File: config.mk
export PLATFORM = sky130hd
export DESIGN_NAME = periph_bus_responder
export DESIGN_NICKNAME = d
export VERILOG_FILES = /design/src/rtl/periph_pkg.sv /design/src/rtl/uart_tx_engine.sv /design/src/rtl/periph_bus_responder.sv
export SDC_FILE = /design/constraint.sdc
export NUM_CORES = 1
export LEC_CHECK = 0
export ABC_CLOCK_PERIOD_IN_PS = 2900
export BUFFER_PORTS_ARGS = -buffer_cell sky130_fd_sc_hd__buf_2
export CAP_MARGIN = 5
export CORE_MARGIN = 3
export CORE_UTILIZATION = 55
export CTS_BUF_LIST = sky130_fd_sc_hd__clkbuf_4
export CTS_CLUSTER_SIZE = 10
export DETAILED_ROUTE_END_ITERATION = 8
export MAX_ROUTING_LAYER = met4
export PLACE_DENSITY = 0.75
export SYNTH_ARGS = -nofsm -noshare
export SYNTH_HDL_FRONTEND = slang
export SYNTH_SLANG_ARGS = --single-unit
File: constraint.sdc
create_clock -name clk -period 2.9 [get_ports clk]
set_clock_uncertainty 0.05 [all_clocks]
set_input_delay 0.58 -clock clk [delete_from_list [all_inputs] [get_ports clk]]
set_output_delay 0.58 -clock clk [all_outputs]
set_load 0.01 [all_outputs]
File: src/rtl/periph_pkg.sv
// Shared constants for the peripheral responder: register offsets, TCON bit
// positions and the UART transmitter state encoding.
package periph_pkg;

    localparam logic [4:0] OFS_TH    = 5'h00;
    localparam logic [4:0] OFS_TL    = 5'h04;
    localparam logic [4:0] OFS_TCON  = 5'h08;
    localparam logic [4:0] OFS_LED   = 5'h0C;
    localparam logic [4:0] OFS_UTXD  = 5'h18;
    localparam logic [4:0] OFS_USTAT = 5'h1C;

    localparam int TCON_RUN = 0;
    localparam int TCON_IEN = 1;
    localparam int TCON_IRQ = 2;

    typedef enum logic [1:0] {
        UART_IDLE  = 2'd0,
        UART_START = 2'd1,
        UART_DATA  = 2'd2,
        UART_STOP  = 2'd3
    } uart_state_e;

endpackage

File: src/rtl/uart_tx_engine.sv
// 8N1 serial transmitter, LSB first. A start request is honoured only in IDLE;
// the line output is registered so it changes exactly on clock edges.
module uart_tx_engine
    import periph_pkg::*;
#(
    parameter int CLKS_PER_BIT = 5208
) (
    input  logic       clk,
    input  logic       reset,
    input  logic       iStart,
    input  logic [7:0] iData,
    output logic       oBusy,
    output logic       oDone,
    output logic       oTx,
    output logic [1:0] oState
);

    localparam int CNT_W = (CLKS_PER_BIT > 2) ? $clog2(CLKS_PER_BIT) : 1;
    localparam logic [CNT_W-1:0] CNT_LAST = CNT_W'(CLKS_PER_BIT - 1);

    uart_state_e      state_q, state_d;
    logic [CNT_W-1:0] cnt_q, cnt_d;
    logic [2:0]       idx_q, idx_d;
    logic [7:0]       shift_q, shift_d;
    logic             tx_q, tx_d;
    logic             bit_end;
    logic             done;

    always_ff @(posedge clk) begin
        if (reset) begin
            state_q <= UART_IDLE;
            cnt_q   <= '0;
            idx_q   <= '0;
            shift_q <= '0;
            tx_q    <= 1'b1;
        end else begin
            state_q <= state_d;
            cnt_q   <= cnt_d;
            idx_q   <= idx_d;
            shift_q <= shift_d;
            tx_q    <= tx_d;
        end
    end

    always_comb begin
        state_d = state_q;
        cnt_d   = cnt_q;
        idx_d   = idx_q;
        shift_d = shift_q;
        done    = 1'b0;
        bit_end = (cnt_q == CNT_LAST);

        if (state_q != UART_IDLE) begin
            cnt_d = bit_end ? '0 : cnt_q + 1'b1;
        end

        case (state_q)
            UART_IDLE: begin
                if (iStart) begin
                    shift_d = iData;
                    cnt_d   = '0;
                    state_d = UART_START;
                end
            end
            UART_START: begin
                if (bit_end) begin
                    idx_d   = 3'd0;
                    state_d = UART_DATA;
                end
            end
            UART_DATA: begin
                if (bit_end) begin
                    shift_d = shift_q >> 1;
                    idx_d   = idx_q + 3'd1;
                    if (idx_q == 3'd7) begin
                        state_d = UART_STOP;
                    end
                end
            end
            UART_STOP: begin
                if (bit_end) begin
                    done    = 1'b1;
                    state_d = UART_IDLE;
                end
            end
            default: state_d = UART_IDLE;
        endcase

        // Line level is derived from the next state so it lands on the same edge as the state.
        case (state_d)
            UART_START: tx_d = 1'b0;
            UART_DATA:  tx_d = shift_d[0];
            default:    tx_d = 1'b1;
        endcase
    end

    assign oBusy  = (state_q != UART_IDLE);
    assign oDone  = done;
    assign oTx    = tx_q;
    assign oState = state_q;

endmodule

File: src/rtl/periph_bus_responder.sv
// Memory-mapped peripheral block on the core's data port: reload timer with
// interrupt, LED latch and a UART transmitter with sticky completion flag.
module periph_bus_responder
    import periph_pkg::*;
#(
    parameter logic [31:0] BASE_ADDR    = 32'h4000_0000,
    parameter int          CLKS_PER_BIT = 5208
) (
    input  logic        clk,
    input  logic        reset,
    input  logic [31:0] iMemAddr,
    input  logic        iMemRead,
    input  logic        iMemWrite,
    input  logic [31:0] iMemWriteData,
    output logic [31:0] oMemReadData,
    output logic        oInterrupt,
    output logic [7:0]  oLed,
    output logic        oUartTx
);

    logic        hit;
    logic [4:0]  ofs;
    logic        wr_th, wr_tl, wr_tcon, wr_led, wr_utxd, rd_ustat;

    logic [31:0] th_q, th_d;
    logic [31:0] tl_q, tl_d;
    logic [2:0]  tcon_q, tcon_d;
    logic [7:0]  led_q, led_d;
    logic        txdone_q, txdone_d;
    logic        tl_ovf, irq_set;

    logic        uart_start, uart_busy, uart_done;
    logic [1:0]  uart_state;

    assign hit = (iMemAddr[31:5] == BASE_ADDR[31:5]);
    assign ofs = iMemAddr[4:0] & 5'b11100;

    assign wr_th    = iMemWrite && hit && (ofs == OFS_TH);
    assign wr_tl    = iMemWrite && hit && (ofs == OFS_TL);
    assign wr_tcon  = iMemWrite && hit && (ofs == OFS_TCON);
    assign wr_led   = iMemWrite && hit && (ofs == OFS_LED);
    assign wr_utxd  = iMemWrite && hit && (ofs == OFS_UTXD);
    // A simultaneous read+write is a write, so it must not clear txdone.
    assign rd_ustat = iMemRead && !iMemWrite && hit && (ofs == OFS_USTAT);

    assign uart_start = wr_utxd && (uart_state == UART_IDLE);

    uart_tx_engine #(
        .CLKS_PER_BIT(CLKS_PER_BIT)
    ) u_uart_tx (
        .clk    (clk),
        .reset  (reset),
        .iStart (uart_start),
        .iData  (iMemWriteData[7:0]),
        .oBusy  (uart_busy),
        .oDone  (uart_done),
        .oTx    (oUartTx),
        .oState (uart_state)
    );

    always_ff @(posedge clk) begin
        if (reset) begin
            th_q     <= '0;
            tl_q     <= '0;
            tcon_q   <= '0;
            led_q    <= '0;
            txdone_q <= 1'b0;
        end else begin
            th_q     <= th_d;
            tl_q     <= tl_d;
            tcon_q   <= tcon_d;
            led_q    <= led_d;
            txdone_q <= txdone_d;
        end
    end

    always_comb begin
        th_d     = th_q;
        tl_d     = tl_q;
        tcon_d   = tcon_q;
        led_d    = led_q;
        txdone_d = txdone_q;
        tl_ovf   = tcon_q[TCON_RUN] && (tl_q == 32'hFFFF_FFFF);
        irq_set  = tl_ovf && tcon_q[TCON_IEN];

        if (tcon_q[TCON_RUN]) begin
            tl_d = tl_ovf ? th_q : tl_q + 32'd1;
        end
        if (irq_set) begin
            tcon_d[TCON_IRQ] = 1'b1;
        end

        // Bus writes take priority over the timer, except that a hardware IRQ set survives.
        if (wr_th) begin
            th_d = iMemWriteData;
        end
        if (wr_tl) begin
            tl_d = iMemWriteData;
        end
        if (wr_tcon) begin
            tcon_d           = iMemWriteData[2:0];
            tcon_d[TCON_IRQ] = iMemWriteData[TCON_IRQ] | irq_set;
        end
        if (wr_led) begin
            led_d = iMemWriteData[7:0];
        end

        if (rd_ustat) begin
            txdone_d = 1'b0;
        end
        if (uart_done) begin
            txdone_d = 1'b1;
        end
    end

    always_comb begin
        oMemReadData = '0;
        if (hit) begin
            case (ofs)
                OFS_TH:    oMemReadData = th_q;
                OFS_TL:    oMemReadData = tl_q;
                OFS_TCON:  oMemReadData = {29'd0, tcon_q};
                OFS_LED:   oMemReadData = {24'd0, led_q};
                OFS_USTAT: oMemReadData = {30'd0, txdone_q, uart_busy};
                default:   oMemReadData = '0;
            endcase
        end
    end

    assign oInterrupt = tcon_q[TCON_IRQ];
    assign oLed       = led_q;

endmodule

==> summary.md, run 1 <==
| Metric | Value |
|---|---|
| Status | `finished clean` |
| Final Hold Viols | `0` |
| Fin crit share | `90.2%` |
| Met3 wire len | `1.09 mm` |
| H-tree lvl count | `3` |
| Hold WC Path Type | `primary input to flop` |
| CTS Buf Count | `9` |
| Met1 wire length | `7.50 mm` |
| Nets | `between 900 and 1000` |
| Vias in the first global route | `around 5700` |
| Root Driver | `clkbuf_4` |
| Syn. warnings | `0` |
| Worst Max-Slew Pin Slew | `650 ps` |
| Seq/Total Area, Yosys | `35.3%` |
| Sink Count | `103` |
| Largest net degree at the start of global routing | `35` |
| Die width | `about 110 um` |
| Via count | `5901` |
| Leakage | `2.45 nW` |
| Depth of the worst register-to-register path | `6` |
| Total grt overflow | `0` |
| Layout cell share with drive strength beyond 1 | `between 20% and 30%` |
| Via density per instance | `6.12` |
| Rows | `36` |
| Post-CTS setup buffers | `0` |
| Fin worst setup slack | `285 ps` |
| Worst-Skew Late Latency | `470 ps` |
| Post-synthesis async set-or-reset flop share | `0%` |
| Synth Instances | `roughly 740` |
| Routed wire length per instance | `17.7 um` |
| Synth Cell Area | `around 0.0058 sq mm` |
| Mean post-synth cell area | `7.87 sq um` |
| EDFF count, synth | `0` |
| CP endpoint kind | `output port` |
| Die area | `0.0119 sq mm` |
| Antenna cells | `0` |
| First-pass GRT wire length | `~28 mm` |
| Starting Density | `58.1%` |
| Routed Antenna Nets | `0` |
| CTS tree | `yes` |
| Post-CTS sizing | `0` |
| DRT Pass-1 Iters | `6` |
| Worst Hold Depth | `3` |
| Final setup vio count | `0` |
| Hold_buf cts | `0` |
| GRT Overall Usage | `30.7%` |
| RSZ-0062 raised after global routing | `false` |
| Power Dens Cells | `approximately 330 mW/mm^2` |
| Crit-path max FO | `19` |
| Post-Syn Nets | `818` |
| Setup TNS | `0 ps` |
| DP HPWL | `about 12 mm` |
| Largest cells by area after synthesis | `dfxtp_1 35%, nand2_1 6.9%, a21oi_1 5.8%` |
| Core ar. | `0.0100 sq mm` |
| Violation count after the first detailed-route iteration | `467` |
| Final GP Congestion | `roughly 0.9` |
| Minimum clock period | `2620 ps` |
| Yosys top cell area share | `35.3%` |
| Leading area contributor after synthesis | `dfxtp_1` |
| Most used DFF post-synth | `dfxtp_1` |
| Number of I/O port buffers | `107` |
| Peak VDD IR | `0.000344 V` |
| Req. time, crit path | `2270 ps` |
| WP data arrival | `a little under 2000 ps` |
| Startpoint Class | `primary input` |
| Routed wl met2 | `between 8 and 9 mm` |
| Slew Limit Headroom | `56.7%` |
| Crit Path Class | `primary input to output port` |
| FMAX | `382 MHz` |
| Area Overhead vs Synth | `13.0%` |
| Routed WL | `about 17 mm` |
| Clk slew on worst S/H paths | `between 100 and 150 ps` |
| Top sig layer | `met4` |
| DRC | `0` |
| Pre-CTS WS | `269 ps` |
| Synth cell types | `70` |
| Slew Viols, Final | `0` |
| Die Y | `~110 um` |
| CTS Buffer Depth | `2` |
| Register bit count reported by yosys | `103` |
| MaxCap Viol Count | `0` |
| I/O pin count | `110` |
| Initial antenna violation count | `0` |
==> worst max-delay path, stage by stage <==
cell,delay [ps]
buf_2,100
nor4_1,350
nand3_1,170
nor2_1,170
nand2_1,90
buf_4,210
nor2_1,160
buf_2,150
==> cells in the final DEF, fill, tap and decap left out, types with 14 or more instances in the layout <==
| cell | count |
|---|---|
| buf_4 | 23 |
| nand3_1 | 24 |
| buf_2 | 107 |
| mux2i_1 | 22 |
| nor3_1 | 21 |
| a22oi_1 | 37 |
| nand2_1 | 107 |
| dfxtp_1 | 103 |
| nand4_1 | 21 |
| nor2_1 | 84 |
| and3_1 | 15 |
| a21oi_1 | 68 |
| a211oi_1 | 14 |
==> registers in the layout, summed over array words and instances, names as in the netlist <==
signal             flops
tl_q                  32
u_uart_tx.idx_q        3
th_q                  32
u_uart_tx.shift_q      8
u_uart_tx.cnt_q       13
tcon_q                 3
u_uart_tx.oTx          1
txdone_q               1
oLed                   8
u_uart_tx.oState       2
==> final cells by class <==
cell class,count,area (sq um)
flip-flops and latches,103,2060
fillers,900,3440
multi-input cells,574,3480
repair buffers,133,768
inverters,8,30.0
well taps,133,166
clock buffers,11,82.6
clock inverters,3,12.5
==> metal layers <==
| layer | vias up | track usage, % |
|---|---|---|
| li1 | 2864 | - |
| met1 | 2797 | 40.2 |
| met2 | 217 | 48.6 |
| met3 | 23 | 5.74 |
| met4 | 0 | 8.48 |
| met5 | - | - |
==> final timing paths <==
check,start,end,slack [ps]
worst max register to register,tl_q[11]$_SDFFE_PP0P_,tl_q[25]$_SDFFE_PP0P_,380
worst min register to register,u_uart_tx.idx_q[1]$_SDFFE_PP0P_,u_uart_tx.idx_q[1]$_SDFFE_PP0P_,420
worst max-delay path,iMemAddr[10],oMemReadData[2],280
worst min-delay path,iMemWriteData[23],th_q[23]$_SDFFE_PP0P_,290
==> Yosys cell counts, types with 5 or more instances <==
master    count
a21oi_1      68
a211oi_1     14
ha_1          8
dfxtp_1     103
buf_2        14
xnor2_1      10
nand3_1      24
and4_1        8
and3_1       15
mux2i_1      22
xor2_1       10
nand3b_1      5
nand4_1      21
clkbuf_1     32
o21ai_0      12
mux2_2        9
nand2_1     107
nor2_1       84
a22oi_1      37
buf_4         5
and2_1       12
inv_1         7
a31oi_1       7
nor3_1       22
nor4_1        7
and4_4        5
==> cell families after synthesis <==
kind of cell / synth area share [%]
simple gates: 28.9
compound gates: 20.3
flops: 35.3
buf+inv: 5.33
mux: 5.51
xor+xnor: 3.00
fa+ha+maj: 1.71
==> power by group <==
group | internal, mW | switching [mW] | total (mW) | leakage, nW
sequential | 1.42 | 0.00274 | 1.42 | 0.829
clock | 0.181 | 0.451 | 0.632 | 0.0577
combinational | 0.0561 | 0.0883 | 0.144 | 1.56
==> through the flow <==
step / hold WS (ps) / utilization, % / total power [mW] / cells / cell area, sq um
after floorplan: 386 / - / 1.51 / 742 / 5840
after global placement: 393 / 64.8 / 1.59 / 951 / 6500
after detailed placement: 407 / 64.8 / 1.59 / 951 / 6500
after CTS: 258 / 65.7 / 2.21 / 965 / 6600
after global routing: 261 / 65.7 / 2.29 / 965 / 6600
final: 292 / 65.7 / 2.20 / 965 / 6600
Note: power is estimated with default switching activity, not from simulation.
==> inputs of run 2 (changes only) <==
- CELL_PAD_IN_SITES_DETAIL_PLACEMENT: default -> 0
- CELL_PAD_IN_SITES_GLOBAL_PLACEMENT: default -> 2
- CORE_UTILIZATION: 55 -> 36
- PLACE_DENSITY: 0.75 -> 0.84
==> run 2 against run 1 <==
Largest cell class unchanged. Critical path depth did not move. Setup slack got worse by 64 ps. Critical endpoint is now oMemReadData[23]. Sequential power about the same. Wire length up 9.8%. Die area up 50%. Combinational power is essentially flat. Cell area grew 1.5%. Critical path type unchanged.
==> summary.md, run 2 (synthesis results as in run 1) <==
| Metric | Value |
|---|---|
| Slew Viols, Final | `0 (unchanged)` |
| Nets | `903 (-0.22%)` |
| Crit Path Class | `primary input to output port` |
| Post-CTS sizing | `0 (unchanged)` |
| Most frequent cells in the layout | `107 x nand2_1, 107 x buf_2, 103 x dfxtp_1` |
| First-pass GRT wire length | `30.2 mm (+6.2%)` |
| Leakage | `2.44 nW (-0.30%)` |
| Routed wire length per instance | `18.0 um (+1.6%)` |
| Final Hold Viols | `0 (unchanged)` |
| Worst Max-Slew Pin Slew | `531 ps (-118 ps)` |
| Minimum clock period | `2680 ps (+64.3 ps)` |
| Setup TNS | `0 ps (unchanged)` |
| Die Y | `133 um (+22%)` |
| Core ar. | `0.0155 sq mm (+55%)` |
| RSZ-0062 raised after global routing | `false` |
| Final setup vio count | `0 (unchanged)` |
| Die area | `0.0178 sq mm (+50%)` |
| Routed WL | `18.8 mm (+9.8%)` |
| GRT Overall Usage | `21.6% (-9.1 points)` |
| I/O pin count | `110 (unchanged)` |
| Largest net degree at the start of global routing | `37 (+5.7%)` |
| Largest regs | `th_q (32), tl_q (32), u_uart_tx.cnt_q (13)` |
| CTS Buffer Depth | `2 (unchanged)` |
| Via count | `5831 (-1.2%)` |
| DRC | `0 (unchanged)` |
| Area Overhead vs Synth | `14.7%` |
| Startpoint Class | `primary input` |
| Initial antenna violation count | `0 (unchanged)` |
| Fin worst setup slack | `221 ps (-64.3 ps)` |
| Total grt overflow | `0 (unchanged)` |
| Crit-path max FO | `25 (+6)` |
| Die width | `133 um (+22%)` |
| WP data arrival | `2050 ps (+60 ps)` |
| Root Driver | `clkbuf_4` |
| Number of I/O port buffers | `107 (unchanged)` |
| Pre-CTS WS | `207 ps (-62.8 ps)` |
| CP endpoint kind | `output port` |
| H-tree lvl count | `3 (unchanged)` |
| Hold WC Path Type | `primary input to flop` |
| DRT Pass-1 Iters | `6 (unchanged)` |
| Via density per instance | `5.59 (-8.6%)` |
| Rows | `45 (+25%)` |
| Post-Layout Inst Area | `0.00670 sq mm (+1.5%)` |
| MaxCap Viol Count | `0 (unchanged)` |
| Req. time, crit path | `2270 ps (about the same)` |
| FMAX | `373 MHz (-2.4%)` |
| Worst-Skew Late Latency | `500 ps (+30 ps)` |
| Peak VDD IR | `0.000234 V (-32%)` |
| Hold_buf cts | `0 (unchanged)` |
| DP HPWL | `12.8 mm (+6.1%)` |
| Final GP Congestion | `0.860 (-2.4%)` |
| CTS tree | `yes` |
| Area after DPL | `0.00659 sq mm (+1.3%)` |
| Vias in the first global route | `5605 (-2.4%)` |
| Starting Density | `37.6% (-21 points)` |
| Fin crit share | `92.4% (+2.2 points)` |
| Status | `finished clean` |
| Antenna cells | `0 (unchanged)` |
| Clk slew on worst S/H paths | `170 ps (+30 ps)` |
| Power Dens Cells | `337 mW/mm^2 (+1.2%)` |
| Slew Limit Headroom | `64.6% (+7.9 points)` |
| Post-CTS setup buffers | `0 (unchanged)` |
| CTS Buf Count | `9 (unchanged)` |
| Sink Count | `103 (unchanged)` |
| Routed Antenna Nets | `0 (unchanged)` |
| Layout cell share with drive strength beyond 1 | `21.0% (+0.12 points)` |
| Violation count after the first detailed-route iteration | `370 (-21%)` |
[run 2: cell count changes in the layout (fill, tap and decap cells not counted), sizes merged]
cell | previous run | this run
buf | 133 | 131
clkinv | 4 | 5
clkinvlp | 0 | 2
clkbuf | 11 | 10
[run 2: worst max-delay path: stages]
cell     delay (ps)
buf_2           100
nor4_1          340
nand4_1         200
nor2_1          200
nand2_1         140
buf_12          190
nor2_1          130
buf_2           140
[run 2: power by group]
group / internal [mW] / total (mW) / switching, mW / leakage (nW)
Combinational: 0.0536 / 0.145 / 0.0918 / 1.55
Clock: 0.182 / 0.690 / 0.509 / 0.0598
Sequential: 1.42 / 1.42 / 0.00270 / 0.829
Total: 1.65 / 2.26 / 0.603 / 2.44
[run 2: per-stage QoR]
step / instances / utilization (%) / hold WS [ps] / total power, mW
after floorplan: 742 / - / 386 / 1.51
after detailed placement: 1027 / 42.4 / 404 / 1.60
final: 1043 / 43.1 / 259 / 2.26
after global routing: 1043 / 43.1 / 229 / 2.35
after global placement: 1027 / 42.4 / 394 / 1.59
after CTS: 1043 / 43.1 / 217 / 2.29
[run 2: routing by layer]
layer | vias up | global-route usage [%] | share of wire, %
li1 | 2868 | - | -
met1 | 2796 | 29.0 | 48
met2 | 143 | 33.8 | 47
met3 | 24 | 3.40 | 3.9
met4 | 0 | 6.17 | 1.7
met5 | - | - | 0
[run 2: area by class of cell]
type	instances	area, sq um
clock buffer	10	75.1
clock inverter	6	37.5
fill	1675	8840
inverter	8	30.0
multi-input combinational	574	3480
sequential	103	2060
tap	211	264
timing repair buffer	131	753
[run 2: worst paths after layout]
kind / from / to / slack, ps / cells past startpoint
setup / recovery: iMemAddr[7] / oMemReadData[23] / 220 / 8
hold / removal: iMemWriteData[21] / th_q[21]$_SDFFE_PP0P_ / 260 / 3
setup reg to reg: tl_q[1]$_SDFFE_PP0P_ / tl_q[25]$_SDFFE_PP0P_ / 460 / 6
hold reg to reg: u_uart_tx.idx_q[1]$_SDFFE_PP0P_ / u_uart_tx.idx_q[1]$_SDFFE_PP0P_ / 420 / 2
